### config.mk
export PLATFORM = sky130hd
export DESIGN_NAME = ex_alu_stage
export DESIGN_NICKNAME = d
export VERILOG_FILES = /design/src/rtl/ex_alu_stage.sv
export SDC_FILE = /design/constraint.sdc
export NUM_CORES = 1
export LEC_CHECK = 0
export BUFFER_PORTS_ARGS = -buffer_cell sky130_fd_sc_hd__buf_2
export CAP_MARGIN = 20
export CORE_ASPECT_RATIO = 1.75
export CORE_MARGIN = 2
export CORE_UTILIZATION = 45
export DETAILED_ROUTE_END_ITERATION = 16
export MAX_ROUTING_LAYER = met4
export PLACE_DENSITY = 0.61
export SLEW_MARGIN = 15
export SYNTH_ARGS = -nofsm -noshare
export SYNTH_HDL_FRONTEND = slang
export SYNTH_SLANG_ARGS = --single-unit
### constraint.sdc
create_clock -name clk -period 11 [get_ports clk]
set_input_delay 0.55 -clock clk [delete_from_list [all_inputs] [get_ports clk]]
set_output_delay 0.55 -clock clk [all_outputs]
set_load 0.01 [all_outputs]
### src/rtl/ex_alu_stage.sv
// ex_alu_stage: execute-stage ALU feeding the EX/MEM register and the Z/V/N flags, with stall and flush.
// Optional macro EX_SAT_ADD_EN: ADD/SUB overflow saturates to 0x7FFF/0x8000 instead of wrapping.

module paddsb (
    input  logic [15:0] a_i,
    input  logic [15:0] b_i,
    output logic [15:0] sum_o
);
    logic [4:0] laneSum [4];

    // A 5-bit lane sum overflows exactly when its top two bits disagree
    always_comb begin
        sum_o = '0;
        for (int i = 0; i < 4; i++) begin
            laneSum[i] = {a_i[4*i+3], a_i[4*i +: 4]} + {b_i[4*i+3], b_i[4*i +: 4]};
            if (laneSum[i][4] != laneSum[i][3])
                sum_o[4*i +: 4] = laneSum[i][4] ? 4'h8 : 4'h7;
            else
                sum_o[4*i +: 4] = laneSum[i][3:0];
        end
    end
endmodule

module ex_alu_stage (
    input  logic        clk,
    input  logic        rst,
    input  logic        in_valid,
    input  logic [3:0]  op,
    input  logic [15:0] a,
    input  logic [15:0] b,
    input  logic [3:0]  dst,
    input  logic        stall,
    input  logic        flush,
    output logic        out_valid,
    output logic [15:0] out_result,
    output logic [3:0]  out_dst,
    output logic        flag_z,
    output logic        flag_v,
    output logic        flag_n
);
    localparam logic [3:0] OP_ADD    = 4'b0000;
    localparam logic [3:0] OP_SUB    = 4'b0001;
    localparam logic [3:0] OP_XOR    = 4'b0010;
    localparam logic [3:0] OP_RED    = 4'b0011;
    localparam logic [3:0] OP_SLL    = 4'b0100;
    localparam logic [3:0] OP_SRA    = 4'b0101;
    localparam logic [3:0] OP_ROR    = 4'b0110;
    localparam logic [3:0] OP_PADDSB = 4'b0111;

    logic [15:0] bOp;
    logic [15:0] addSum;
    logic [15:0] addRes;
    logic        addOvf;
    logic [7:0]  redSum;
    logic [15:0] paddRes;
    logic [15:0] aluRes_d;
    logic        isAddSub;
    logic        accept;

    logic        valid_q;
    logic [15:0] result_q;
    logic [3:0]  dst_q;
    logic        flagZ_q;
    logic        flagV_q;
    logic        flagN_q;

    paddsb uPaddsb (
        .a_i   (a),
        .b_i   (b),
        .sum_o (paddRes)
    );

    // Shared adder: SUB is a + ~b + 1, overflow judged on the inverted operand
    always_comb begin
        bOp    = (op == OP_SUB) ? ~b : b;
        addSum = a + bOp + {15'd0, (op == OP_SUB)};
        addOvf = (a[15] == bOp[15]) && (addSum[15] != a[15]);
`ifdef EX_SAT_ADD_EN
        addRes = addOvf ? (a[15] ? 16'h8000 : 16'h7FFF) : addSum;
`else
        addRes = addSum;
`endif
    end

    always_comb begin
        redSum = '0;
        for (int i = 0; i < 4; i++) begin
            redSum = redSum + {{4{a[4*i+3]}}, a[4*i +: 4]} + {{4{b[4*i+3]}}, b[4*i +: 4]};
        end
    end

    always_comb begin
        aluRes_d = '0;
        case (op)
            OP_ADD, OP_SUB: aluRes_d = addRes;
            OP_XOR:         aluRes_d = a ^ b;
            OP_RED:         aluRes_d = {{8{redSum[7]}}, redSum};
            OP_SLL:         aluRes_d = a << b[3:0];
            OP_SRA:         aluRes_d = $signed(a) >>> b[3:0];
            OP_ROR:         aluRes_d = (a >> b[3:0]) | (a << (5'd16 - {1'b0, b[3:0]}));
            OP_PADDSB:      aluRes_d = paddRes;
            default:        aluRes_d = '0;
        endcase
    end

    assign isAddSub = (op == OP_ADD) || (op == OP_SUB);
    assign accept   = in_valid && !stall && !flush && !op[3];

    // EX/MEM register: reset beats flush, flush beats stall
    always_ff @(posedge clk) begin
        if (rst) begin
            valid_q  <= 1'b0;
            result_q <= '0;
            dst_q    <= '0;
            flagZ_q  <= 1'b0;
            flagV_q  <= 1'b0;
            flagN_q  <= 1'b0;
        end else if (flush) begin
            valid_q <= 1'b0;
        end else if (!stall) begin
            valid_q <= accept;
            if (accept) begin
                result_q <= aluRes_d;
                dst_q    <= dst;
                flagZ_q  <= (aluRes_d == 16'h0000);
                if (isAddSub) begin
                    flagV_q <= addOvf;
                    flagN_q <= aluRes_d[15];
                end
            end
        end
    end

    assign out_valid  = valid_q;
    assign out_result = result_q;
    assign out_dst    = dst_q;
    assign flag_z     = flagZ_q;
    assign flag_v     = flagV_q;
    assign flag_n     = flagN_q;
endmodule

; ---- Word-level counts from Yosys, hierarchy flattened
; Cells that the tools add are included.
[word_totals]
regBits = 24
word_cells = 66
[op_classes]
n_addsub = 14
n_eq_ne = 13
n_shift = 4
muxes = 10
bitwise_logic = 5
reduce_logical = 14
[ops]
columns = cell, n
row1 = 16-bit case mux with 7 select lines, 1
row2 = 4-bit 2-to-1 mux, 8
row3 = 4-bit by 4-bit adder with 5-bit output, 5
row4 = 8-bit adder, 3
row5 = 16-bit by 1-bit adder with 16-bit output, 1
row6 = 16-bit adder, 1
row7 = 4-bit by 3-bit equality test with 1-bit output (second input constant), 4
row8 = 16-bit zero test, 1
row9 = 16-bit 2-to-1 mux, 1
row10 = 16-bit NOT, 1
row11 = 16-bit OR, 1
row12 = 16-bit by 4-bit << shifter with 16-bit output, 1
row13 = 16-bit by 5-bit << shifter with 16-bit output, 1
row14 = 16-bit by 4-bit right shift with 16-bit output, 1
row15 = 16-bit by 4-bit >>> shifter with 16-bit output, 1
row16 = 16-bit XOR, 1
row17 = 7-bit by 4-bit adder with 8-bit output, 1
row18 = 4-bit by 2-bit equality test with 1-bit output (second input constant), 2
row19 = 6-bit by 4-bit adder with 7-bit output, 1
row20 = 5-bit by 4-bit adder with 6-bit output, 1
row21 = 1-bit != test, 5
row22 = 5-bit by 4-bit subtractor with 5-bit output (first input constant), 1
row23 = 4-bit by 1-bit equality test with 1-bit output (second input constant), 1
row24 = 1-bit logical AND, 4
row25 = other kinds (8), 12

; ---- Longest topological paths before layout
[depth]
word_depth = 9
ltp_mapped = 22
mapped_depth_nobuf = 20

; ---- Hierarchy
; From an unflattened synthesis, not the netlist that was laid out.
[unflattened]
hier_cells = 895
hier_area_um2 = 6872.8
[modules_own_cells]
columns = module, n_inst, cells_each, area_each_um2
row1 = ex_alu_stage, 1, 747, 5786.8
row2 = paddsb, 1, 148, 1086.0

; ---- Worst setup path before layout
; Ideal clock, no wire load.
[synth_timing]
kind = input port to flip-flop
startpoint = input a[3]
endpoint = register flagZ_q, in the netlist flag_z
setup_time_ns = 0.084
arrival_time_ns = 5.204
required_ns = 10.916
path_slack_ns = 5.711
stages = 18
path_cell_list = fa_1 -> inv_1 -> fa_1 -> inv_1 -> fa_1 -> inv_1 -> fa_1 -> inv_1 -> ha_1 -> o21a_1 -> a21o_1 -> a21oi_1 -> mux2_2 -> a311oi_1 -> o2111ai_1 -> nor4b_1 -> nand4_1 -> o31ai_2
[synth_between]
elab_chain_len = 9
elab_cells_between_ends = 21
classes_between = add/sub: 10 / eq/ne: 1 / shift: 4 / mux: 3 / bitwise: 2 / reduce/logical: 1
[synth_lines]
columns = item, line
row1 = "start, declared", 29  ; input logic [15:0] a,
row2 = 4-bit by 4-bit adder with 5-bit output, "15, 88"
row3 = 5-bit by 4-bit adder with 6-bit output, 88  ; redSum = redSum + {{4{a[4*i+3]}}, a[4*i +: 4]} + {{4{b[4*i+3]}}, b[4*i +: 4]};
row4 = 6-bit by 4-bit adder with 7-bit output, 88
row5 = 7-bit by 4-bit adder with 8-bit output, 88
row6 = 8-bit adder (3 in a row), 88
row7 = 16-bit case mux with 7 select lines *, 94  ; case (op)
row8 = 16-bit zero test *, 125  ; flagZ_q <= (aluRes_d == 16'h0000);
row9 = "end signal, assigned", 125
row10 = "end, declared", 63  ; logic flagZ_q;
; Mark *: on every way between the ends. The rest lies on a longest branch, timed or not.
; A chain may end at the register's enable or synchronous reset.

; ---- Worst setup path in the final report
[layout_timing]
startpoint = input b[2]
endpoint = register flagZ_q, in the netlist flag_z
[layout_between]
elab_chain_len = 9
elab_cells_between_ends = 24
classes_between = add/sub: 11 / eq/ne: 1 / shift: 4 / mux: 4 / bitwise: 3 / reduce/logical: 1
[layout_lines]
columns = item, line
row1 = "start, declared", 30  ; input logic [15:0] b,
row2 = 4-bit by 4-bit adder with 5-bit output, "15, 88"
row3 = 5-bit by 4-bit adder with 6-bit output, 88
row4 = 6-bit by 4-bit adder with 7-bit output, 88
row5 = 7-bit by 4-bit adder with 8-bit output, 88
row6 = 8-bit adder (3 in a row), 88
row7 = 16-bit case mux with 7 select lines *, 94
row8 = 16-bit zero test *, 125
; Marked as above.

==> out/metrics.csv <==
metric,value,unit
result of the run,"complete, no violations",
ratio of routed vias to standard cells,6.77,
number of endpoints failing setup at the final stage,0,
total congestion overflow after global routing,0,
total routing resource utilization after global routing,36.1,%
fraction of layout cells with a size suffix above 1,18.1,%
Place WS,5.07,ns
"area leader, netlist",sky130_fd_sc_hd__fa_1,
most instantiated flip-flop cell in the synthesis netlist,sky130_fd_sc_hd__dfxtp_1,
x dimension of the die,94.7,um
TritonCTS clock tree,done,
clock network latency to the later pin of the worst-skew pair,0.26,ns
setup slack of the critical path after layout,5.30,ns
data required time of the critical path,11.18,ns
final hold violation count,0,
final antenna-violating net count,0,
via count of the routed design,6802,
Post-Synth XOR/XNOR Area,4.60,%
standard cell core area,0.0142,mm^2
element type at the critical path end,flip-flop,
area fraction in compound gates after synthesis,25.1,%
total power draw,0.781,mW
Final Util,49.1,%
max-slew violation count,0,
maximum buffer depth of the clock tree,2,
number of fillers in the final layout,1447,
count of standard-cell rows,58,
remaining max-slew budget at the tightest pin,34.0,%
DRC violation count after routing,0,
post-CTS resize count,0,
worst reg2reg startpoint,out_result[3],
Power Internal,0.409,mW
switching power total,0.372,mW
unrepaired setup endpoints after global routing,no,
non-filler instance count after layout,1004,
initial antenna violation count,0,
clk sink count,24,
post-layout net count,945,
minimum setup slack among reg-to-reg paths,10.28,ns
Clock Skew,0,ns
"Seq/Total Area, Yosys",7.42,%
delay of the slowest cell on the worst path,0.77,ns
starting density of the core,45.5,%
buffer type at the clock tree root,sky130_fd_sc_hd__clkbuf_16,
Port Buffers,68,
Syn. warnings,0,
Synth Net Count,917,
Worst Hold Class,reg -> reg,
register bit count reported by yosys,24,
RR Endpoint,out_result[3],
post-cts hold buffer count,0,
Max Fanout on Critical Path,36,
number of violations reported at the end of detailed-routing iteration 0,515,
wire length of the first global-routing pass,40200,um
post-synthesis cell area,0.00648,mm^2
"Reg clk slew, reported paths",0.06,ns
per-instance average area after synthesis,8.13,um^2
pin slew with the least headroom to its limit,0.977,ns
area growth from synthesis to layout,7.86,%
maximum level of the CTS H-tree,1,
worst min-delay path startpoint,out_dst[1],
mux cell area share after synthesis,17.7,%
CTS buffer count,3,
Diodes inserted,0,
ys async rst share,0,%
maximum number of pins on one net before global-route repair,42,
depth of the worst hold-timing path,2,
proportion of power drawn by flip-flops and latches,11.6,%
routability congestion estimate from global placement,1.09,
proportion of power drawn by the clock network,13.4,%
worst hold margin,0.455,ns
power density cells,112,mW/mm^2
post-DR wirelength/cell,26.8,um
die area,0.0154,mm^2
number of setup buffers added after CTS,0,
number of cells produced by synthesis,797,
placed instance area,0.00688,mm^2
Routed WL,26900,um
Die Ht,163,um
"Design Area, Final",0.00699,mm^2
CP Cell Sequence,"buf_2, fa_1, inv_1, fa_1, fa_1, fa_1, inv_1, ha_1, a211o_1, a21o_1, a21oi_1, mux2_2, a2111oi_0, nand2_1, o31ai_2",
most area-consuming cells after synthesis,"sky130_fd_sc_hd__fa_1, sky130_fd_sc_hd__mux4_2, sky130_fd_sc_hd__ha_1",
area share of the leading cell type in the synthesized netlist,10.2,%
dominant combinational cell family by area after synthesis,compound AO/OA/AOI/OAI gates,
fraction of power spent switching nets,47.7,%
element type at the critical path start,primary input,
DP Cell Count,1000,
combinational share of power,75.0,%
number of search-and-repair iterations in the first detailed-routing pass,5,
number of global-route vias before repair,6706,
"Slowest-stage cell, CP",sky130_fd_sc_hd__a2111oi_0,
most frequent CP cell,sky130_fd_sc_hd__fa_1,
worst IR drop on VDD,54.8,uV
number of top-level design ports,69,
leakage component of the power,2.92,nW
synth unique cells,91,
Post-DP HPWL,21600,um
maximum capacitance violations,0,
"area fraction in and, or, nand and nor cells after synthesis",19.7,%
highest clock frequency the design can meet,176,MHz
Post-synth EDFFs,0,
end of the worst hold path,out_dst[1],
fraction of the mapped netlist area in adder cells,18.3,%
crit path time final,5.70,ns
data arrival time of the worst path,5.88,ns
Setup TNS,0,ns
period utilisation layout,51.8,%
Worst Reg2Reg Path Length in Cells,2,
Crit Path Class,in -> reg,
[layer usage]
metal	global-route usage [%]	wire [um]	up-vias
met3	2.04	1540	112
met4	27.0	2510	0
met1	40.7	9640	3280
li1	-	-	3050
met2	59.3	13300	360
met5	-	0	-
[registers in the layout, indices dropped and copies added, names as in the netlist]
signal and flops:
out_result 16, out_dst 4, flag_n 1, flag_v 1
flag_z 1, out_valid 1
[worst max path at each step]
| stage | startpoint | to | cells after the start |
|---|---|---|---|
| 5_1_grt | b[2] | flag_z | 16 |
| 2_1_floorplan | a[3] | flag_z | 18 |
| 3_5_place_dp | b[3] | flag_z | 17 |
| 3_3_place_gp | b[2] | flag_z | 15 |
| 6_report | b[2] | flag_z | 15 |
| 4_1_cts | b[3] | flag_z | 17 |
[cell usage in the layout (no fill, tap or decap), drive strengths merged, types with 7 or more instances in the layout]
cell,Yosys,layout
mux2i,29,29
nor2b,12,12
o211ai,13,13
nor2,63,63
a2111oi,9,9
a211oi,25,25
nand4,10,10
xor2,14,14
nor4,7,7
nand2,71,71
o21ai,37,37
nand2b,9,9
nor3,17,17
a21oi,50,50
mux2,24,24
fa,33,33
a32oi,7,7
ha,42,42
buf,21,78
nand3,14,14
inv,54,54
xnor2,20,20
dfxtp,24,24
a21o,16,16
mux4,25,25
[cell usage after synthesis, types with 10 or more instances]
master / number
sky130_fd_sc_hd__mux4_2: 25
sky130_fd_sc_hd__xnor2_1: 20
sky130_fd_sc_hd__nor2_1: 63
sky130_fd_sc_hd__buf_2: 11
sky130_fd_sc_hd__clkbuf_1: 34
sky130_fd_sc_hd__dfxtp_1: 24
sky130_fd_sc_hd__a21oi_1: 50
sky130_fd_sc_hd__nand3_1: 13
sky130_fd_sc_hd__xor2_1: 14
sky130_fd_sc_hd__mux2i_1: 28
sky130_fd_sc_hd__ha_1: 42
sky130_fd_sc_hd__nor2b_1: 12
sky130_fd_sc_hd__o21ai_0: 30
sky130_fd_sc_hd__a21o_1: 16
sky130_fd_sc_hd__fa_1: 33
sky130_fd_sc_hd__mux2_2: 16
sky130_fd_sc_hd__nand2_1: 70
sky130_fd_sc_hd__a211oi_1: 23
sky130_fd_sc_hd__o211ai_1: 12
sky130_fd_sc_hd__nand4_1: 10
sky130_fd_sc_hd__nor3_1: 17
sky130_fd_sc_hd__inv_1: 52
[cell families (layout without fill, tap and decap cells)]
| kind of cell | Yosys count | count (layout) |
|---|---|---|
| DFF | 24 | 24 |
| AOI/OAI and AO/OA | 228 | 228 |
| buffers and inverters | 111 | 138 |
| and+or+nand+nor | 247 | 247 |
| muxes | 78 | 78 |
| xor gates and xnor gates | 34 | 34 |
| adders and majority gates | 75 | 75 |
[power groups by stage]
stage / logic [mW] / registers, mW / clock network, mW
finish: 0.586 / 0.0905 / 0.105
CTS: 0.576 / 0.0905 / 0.107
floorplan: 0.427 / 0.0937 / 0
global route: 0.640 / 0.0907 / 0.109
global placement: 0.568 / 0.0924 / 0
detailed placement: 0.575 / 0.0925 / 0
[critical path, delay by kind of cell]
kind	cells	cell delay, ns
fa+ha+maj	5	2.29
simple gates	1	0.17
compound gates	5	1.66
mux	1	0.47
buf+inv	3	0.73
[layout make-up]
cell class | count | area, um^2 | share of cell area, %
clock buffers | 3 | 75.1 | 1.07
well taps | 180 | 225 | 3.22
inverters | 56 | 210 | 3.01
clock inverters | 1 | 30.0 | 0.430
flip-flops and latches | 24 | 480 | 6.88
repair buffers | 78 | 415 | 5.95
multi-input cells | 662 | 5550 | 79.4
(Power assumes the default switching activity.)
